===== src/rtl/elevator_pkg.sv =====
`default_nettype none
// ============================================================================
// Module      : elevator_pkg
// Description : Shared types and constants for the elevator floor scheduler.
//               Holds the direction FSM state type and the encoding of the
//               travel direction output.
// Revision    : 1.0  initial release
// ============================================================================
package elevator_pkg;

    // Direction FSM states (2-bit encoding)
    typedef enum logic [1:0] {
        IDLE = 2'd0,
        UP   = 2'd1,
        DOWN = 2'd2
    } dir_state_t;

    // Encoding of the dir output
    localparam logic DIR_UP   = 1'b1;
    localparam logic DIR_DOWN = 1'b0;

endpackage : elevator_pkg
`default_nettype wire


===== src/rtl/floor_seek.sv =====
`default_nettype none
// ============================================================================
// Module      : floor_seek
// Description : Purely combinational SCAN seek. From the pending-request
//               vector and the car position, finds the nearest request at or
//               above the car and the nearest request at or below the car.
//               A request at the car's own floor counts for both searches.
// Revision    : 1.0  initial release
//
// Ports
//   req        in   NUM_FLOORS  pending requests, bit i = floor i
//   cur_floor  in   FLOOR_W     current car position
//   above      out  FLOOR_W     lowest i >= cur_floor with req[i]
//   above_hit  out  1           above is valid
//   below      out  FLOOR_W     highest i <= cur_floor with req[i]
//   below_hit  out  1           below is valid
// ============================================================================
module floor_seek #(
    parameter int NUM_FLOORS = 4,
    localparam int FLOOR_W   = $clog2(NUM_FLOORS)
) (
    input  logic [NUM_FLOORS-1:0] req,
    input  logic [FLOOR_W-1:0]    cur_floor,
    output logic [FLOOR_W-1:0]    above,
    output logic                  above_hit,
    output logic [FLOOR_W-1:0]    below,
    output logic                  below_hit
);

    // Upward search walks from the top down so the last match written is the
    // lowest qualifying floor.
    always_comb begin
        above     = '0;
        above_hit = 1'b0;
        for (int i = NUM_FLOORS - 1; i >= 0; i--) begin
            if (req[i] && (FLOOR_W'(i) >= cur_floor)) begin
                above     = FLOOR_W'(i);
                above_hit = 1'b1;
            end
        end
    end

    // Downward search walks from the bottom up so the last match written is
    // the highest qualifying floor. An out-of-range cur_floor (non power of
    // two floor count) simply sees every floor as below.
    always_comb begin
        below     = '0;
        below_hit = 1'b0;
        for (int i = 0; i < NUM_FLOORS; i++) begin
            if (req[i] && (FLOOR_W'(i) <= cur_floor)) begin
                below     = FLOOR_W'(i);
                below_hit = 1'b1;
            end
        end
    end

endmodule : floor_seek
`default_nettype wire


===== src/rtl/floor_scheduler.sv =====
`default_nettype none
// ============================================================================
// Module      : floor_scheduler
// Description : Request latch and SCAN scheduler for an N-floor elevator.
//               Latches one pending request per floor, clears it when the
//               car reports service, tracks the travel direction and presents
//               the next stop in that direction.
// Revision    : 1.0  initial release
//
// Ports
//   Clock         in   1           system clock, rising edge
//   Reset         in   1           synchronous active-high reset
//   KEY           in   NUM_FLOORS  level-sensitive request buttons
//   Done          in   1           car has serviced cur_floor (1-cycle pulse)
//   cur_floor     in   FLOOR_W     current car position
//   floor         out  NUM_FLOORS  latched pending requests
//   target        out  FLOOR_W     next stop (valid when target_valid)
//   target_valid  out  1           a stop exists in the travel direction
//   dir           out  1           1 = up, 0 = down; held while idle
// ============================================================================
module floor_scheduler
    import elevator_pkg::*;
#(
    parameter int NUM_FLOORS = 4,
    localparam int FLOOR_W   = $clog2(NUM_FLOORS)
) (
    input  logic                  Clock,
    input  logic                  Reset,
    input  logic [NUM_FLOORS-1:0] KEY,
    input  logic                  Done,
    input  logic [FLOOR_W-1:0]    cur_floor,
    output logic [NUM_FLOORS-1:0] floor,
    output logic [FLOOR_W-1:0]    target,
    output logic                  target_valid,
    output logic                  dir
);

    logic [NUM_FLOORS-1:0] r_req;
    logic [NUM_FLOORS-1:0] w_req_next;
    dir_state_t            r_state;
    dir_state_t            w_state_next;
    logic                  r_dir;

    logic [FLOOR_W-1:0]    w_above;
    logic                  w_above_hit;
    logic [FLOOR_W-1:0]    w_below;
    logic                  w_below_hit;
    logic                  w_any_req;

    // ------------------------------------------------------------------------
    // Request register: service clear beats a simultaneous key press; a key
    // still held re-latches on the following edge.
    // ------------------------------------------------------------------------
    always_comb begin
        w_req_next = r_req;
        for (int i = 0; i < NUM_FLOORS; i++) begin
            if (Done && (cur_floor == FLOOR_W'(i))) begin
                w_req_next[i] = 1'b0;
            end else if (KEY[i]) begin
                w_req_next[i] = 1'b1;
            end
        end
    end

    always_ff @(posedge Clock) begin
        if (Reset) begin
            r_req <= '0;
        end else begin
            r_req <= w_req_next;
        end
    end

    assign floor     = r_req;
    assign w_any_req = |r_req;

    // ------------------------------------------------------------------------
    // Seek terms from the registered requests
    // ------------------------------------------------------------------------
    floor_seek #(
        .NUM_FLOORS (NUM_FLOORS)
    ) u_floor_seek (
        .req       (r_req),
        .cur_floor (cur_floor),
        .above     (w_above),
        .above_hit (w_above_hit),
        .below     (w_below),
        .below_hit (w_below_hit)
    );

    // ------------------------------------------------------------------------
    // Direction FSM
    // ------------------------------------------------------------------------
    always_ff @(posedge Clock) begin
        if (Reset) begin
            r_state <= IDLE;
        end else begin
            r_state <= w_state_next;
        end
    end

    always_comb begin
        w_state_next = r_state;
        unique case (r_state)
            IDLE: begin
                if (w_above_hit)    w_state_next = UP;
                else if (w_any_req) w_state_next = DOWN;
                else                w_state_next = IDLE;
            end
            UP: begin
                if (w_above_hit)    w_state_next = UP;
                else if (w_any_req) w_state_next = DOWN;
                else                w_state_next = IDLE;
            end
            DOWN: begin
                if (w_below_hit)    w_state_next = DOWN;
                else if (w_any_req) w_state_next = UP;
                else                w_state_next = IDLE;
            end
            default: w_state_next = IDLE;
        endcase
    end

    // Direction only changes on entry into UP or DOWN, so it keeps the last
    // travel direction through IDLE.
    always_ff @(posedge Clock) begin
        if (Reset) begin
            r_dir <= DIR_UP;
        end else if ((w_state_next == UP) && (r_state != UP)) begin
            r_dir <= DIR_UP;
        end else if ((w_state_next == DOWN) && (r_state != DOWN)) begin
            r_dir <= DIR_DOWN;
        end
    end

    assign dir = r_dir;

    // Target follows cur_floor combinationally so the consumer always sees
    // the nearest stop for the car's present position.
    always_comb begin
        target       = '0;
        target_valid = 1'b0;
        unique case (r_state)
            UP: begin
                target       = w_above;
                target_valid = w_above_hit;
            end
            DOWN: begin
                target       = w_below;
                target_valid = w_below_hit;
            end
            default: begin
                target       = '0;
                target_valid = 1'b0;
            end
        endcase
    end

endmodule : floor_scheduler
`default_nettype wire


===== config.mk =====
export PLATFORM = sky130hd
export DESIGN_NAME = floor_scheduler
export DESIGN_NICKNAME = d
export VERILOG_FILES = /design/src/rtl/elevator_pkg.sv /design/src/rtl/floor_seek.sv /design/src/rtl/floor_scheduler.sv
export SDC_FILE = /design/constraint.sdc
export NUM_CORES = 1
export LEC_CHECK = 0
export BUFFER_PORTS_ARGS = -buffer_cell sky130_fd_sc_hd__buf_2
export CAP_MARGIN = 20
export CORE_AREA = 2 2 39 41
export DETAILED_ROUTE_END_ITERATION = 6
export DIE_AREA = 0 0 41 43
export PLACE_DENSITY_LB_ADDON = 0.05
export SETUP_SLACK_MARGIN = 0.02
export SLEW_MARGIN = 20
export SYNTH_ARGS = -nofsm -noshare
export SYNTH_HDL_FRONTEND = slang
export SYNTH_SLANG_ARGS = --single-unit

===== constraint.sdc =====
create_clock -name Clock -period 3.7 [get_ports Clock]
set_input_delay 0.37 -clock Clock [delete_from_list [all_inputs] [get_ports Clock]]
set_output_delay 0.37 -clock Clock [all_outputs]
set_load 0.02 [all_outputs]

==> metrics.md <==
| Metric | Value |
|---|---|
| Clk_skew | between 1 and 1.5 ps |
| #FFs+latches synth | 7 |
| Endpoints failing hold | 0 |
| Cell leakage power | 0.308 nW |
| Seq pwr share | 37.8% |
| Slew @ Worst Pin | about 330 ps |
| Initial antenna violation count | 0 |
| Reg2Reg Setup Slack | approximately 2200 ps |
| Endpoints failing setup | 0 |
| Routability Congestion | ~0.74 |
| Min-delay worst type | input port to register |
| Synthesized net count | 85 |
| Largest family of logic cells by synthesized area | simple AND/OR/NAND/NOR gates |
| Max Freq | 0.515 GHz |
| DR pass1 iterations | 4 |
| Arrival time worst endpoint | around 1600 ps |
| Combinational power share | 34.8% |
| Vias/cell | between 5 and 6 |
| Die height | 43 um |
| Input/output buffers | 16 |
| Fin crit share | 52.5% |
| Setup_tns | 0 ps |
| Die width | between 40 and 50 um |
| Hold Buf Count CTS | 0 |
| Synth Area in Compound Gates | 26.2% |
| R2R depth | 6 |
| DRT iter0 DRCs | 12 |
| Synth warn | 0 |
| RSZ-0062 raised after global routing | false |
| DP Area | 643 um^2 |
| Leading post-synthesis cells by cell area | dfxtp_1 24%, ha_1 8.6%, nor2_1 7.1% |
| Routed WL | between 1 and 1.5 mm |
| Final min period | 1940 ps |
| Top_reg_cell synth | dfxtp_1 |
| Required time worst endpoint | 3330 ps |
| Largest net degree at the start of global routing | 11 |
| Gr usage total | 16.5% |
| CTS buffer count | 3 |
| Clock sinks | 7 |
| Worst slew margin relative to its limit | 78.1% |
| Cells after Synth | 72 |
| Hold path depth | 2 |
| Residual DRC count | 0 |
| Estimated wirelength of the detail-placed design | 934 um |
| Clk pwr share | 27.4% |
| Adder-Cell Fraction of Synth Area | 8.58% |
| Crit-path max FO | 7 |
| CTS H-Tree Depth | 1 |
| Most area-hungry cell type in the Yosys netlist | dfxtp_1 |
| First-pass GRT wire length | 1.99 mm |
| Mux cell area share after synthesis | 1.72% |
| Antenna-violating nets left | 0 |
| # IOs | 17 |
| Core Area | 1380 um^2 |
| Syn Std Cell Area | 583 um^2 |
| CTS tree | done |
| Resize count post-CTS | 0 |
| Post-synthesis simple-gate area fraction | 26.8% |
| Psw | 88.3 uW |
| Site Rows | 14 |
| Vias in the first global route | approximately 470 |
| Postcts setup bufs | 0 |
| Asr flop ratio synth | 0% |
| HP Start | Done |
| Mapped Avg Cell Area | 8.10 um^2 |
| CP Capture Type | output pin |
| Commonest cells in the netlist | 11 x nor2_1, 7 x dfxtp_1, 7 x inv_1 |
| Seq/Total Area, Yosys | 24.0% |
| Synth Area in XOR/XNOR | 0% |
| Sw Share | 35.4% |
| EDFF count, synth | 0 |
| Nets | 101 |
| Slew Viols, Final | 0 |
| Hold Path End | floor[0] |
| Reg2reg end | dir |
| Pwr dens | 372 nW/um^2 |
| FF-to-FF Start | r_state[1] |
| Synth top area share | 24.0% |
| P_int | ~160 uW |
| Status | finished, final reports clean |
| Peak VDD IR | 0.227 mV |
| Area growth syn-to-layout | 14.8% |
| Grt ovf | 0 |
| Setup CP Type | register to output pin |
| Ant diodes | 0 |
| Clock buffer depth | 2 |
| Startpoint types | register |
| Fillers | ~140 |
| CTS root buffer | clkbuf_4 |
| Synth cell types | 30 |
| Setup ws final | 1760 ps |
| Die area | 1760 um^2 |
| Fin area | 669 um^2 |
| Worst skew pair latency | 250 ps |
| Clock transition at the registers of the reported paths | 50 ps |
| Max_cap viols | 0 |
| Share of layout cells above drive strength 1 | 36.8% |
| Worst slack, placed | 1760 ps |
| Initial Utilization | 42.1% |
| Top-count cell post-synth | nor2_1 |
| Total number of vias | 556 |
| Mean routed wirelength per cell | 11.8 um |
==> registers in the layout, summed over array words and instances, names as in the netlist <==
name and flops:
dir 1, floor 4, r_state 2
==> cell families (layout without fill, tap and decap cells) <==
logic type,Yosys count,in the layout
adder cells (fa/ha/maj),4,4
buffers and inverters,14,29
AO/OA/AOI/OAI,19,19
multiplexers,1,1
flip-flops,7,7
AND/OR/NAND/NOR,27,27
==> layer usage <==
metal	global-route usage, %	part of all wire, %	vias to the layer above
met5	0	0	-
met4	12.0	0.90	0
met3	1.57	6.8	2
met2	20.3	43	22
met1	25.3	49	247
li1	-	-	285
==> power groups by stage <==
stage	logic [mW]	clock network (mW)	registers, mW
after detailed placement	0.0875	0	0.0958
after CTS	0.0877	0.0728	0.0942
after floorplan	0.0677	0	0.0960
after global placement	0.0879	0	0.0961
after global routing	0.0974	0.0757	0.0956
final	0.0868	0.0682	0.0943
==> cells in the final DEF, fill, tap and decap left out <==
cell type / count
a211oi_1: 3
a21oi_1: 3
a21oi_2: 2
a22o_1: 1
a311oi_1: 3
a32o_1: 1
a32oi_1: 1
and2b_2: 1
and4bb_2: 1
buf_2: 16
clkbuf_1: 1
clkbuf_4: 3
dfxtp_1: 7
ha_1: 4
inv_1: 7
inv_2: 2
mux2i_1: 1
nand2_1: 5
nand2_2: 1
nor2_1: 11
nor2_4: 1
nor2b_2: 1
nor3_1: 3
nor3b_2: 1
nor4b_2: 1
o211ai_1: 1
o21ai_0: 2
o221a_2: 1
o221ai_2: 1
or3_1: 1
==> final cells by class <==
type                       count  area (um^2)  share of cell area [%]
clock buffer                   4         26.3                    3.93
inverter                       9         33.8                    5.05
multi-input combinational     51          369                    55.1
sequential                     7          140                    20.9
tap                           16         20.0                    2.99
timing repair buffer          16         80.1                    12.0
==> worst max-delay path by stage <==
stage	slack [ps]	cells past startpoint	endpoint	start
CTS	1740	5	target[1]	floor[0]
detailed placement	1760	6	target[1]	cur_floor[0]
floorplan	1760	5	target[1]	cur_floor[0]
global placement	1800	6	target[1]	cur_floor[0]
finish	1760	5	target[1]	floor[0]
global route	1590	5	target[1]	floor[0]
==> worst max-delay path: stages (launching register included) <==
cell and delay (ps):
dfxtp_1 370, and2b_2 210, o21ai_0 200, o211ai_1 120, a211oi_1 230, buf_2 190
==> metrics by stage <==
stage / hold slack (ps) / util [%] / instances / power (mW)
floorplan: 442 / - / 72 / 0.164
detailed placement: 508 / 46.5 / 99 / 0.183
global placement: 505 / 46.5 / 99 / 0.184
finish: 354 / 48.4 / 103 / 0.249
CTS: 339 / 48.4 / 103 / 0.255
global route: 350 / 48.4 / 103 / 0.269
Note: power is estimated with default switching activity, not from simulation.
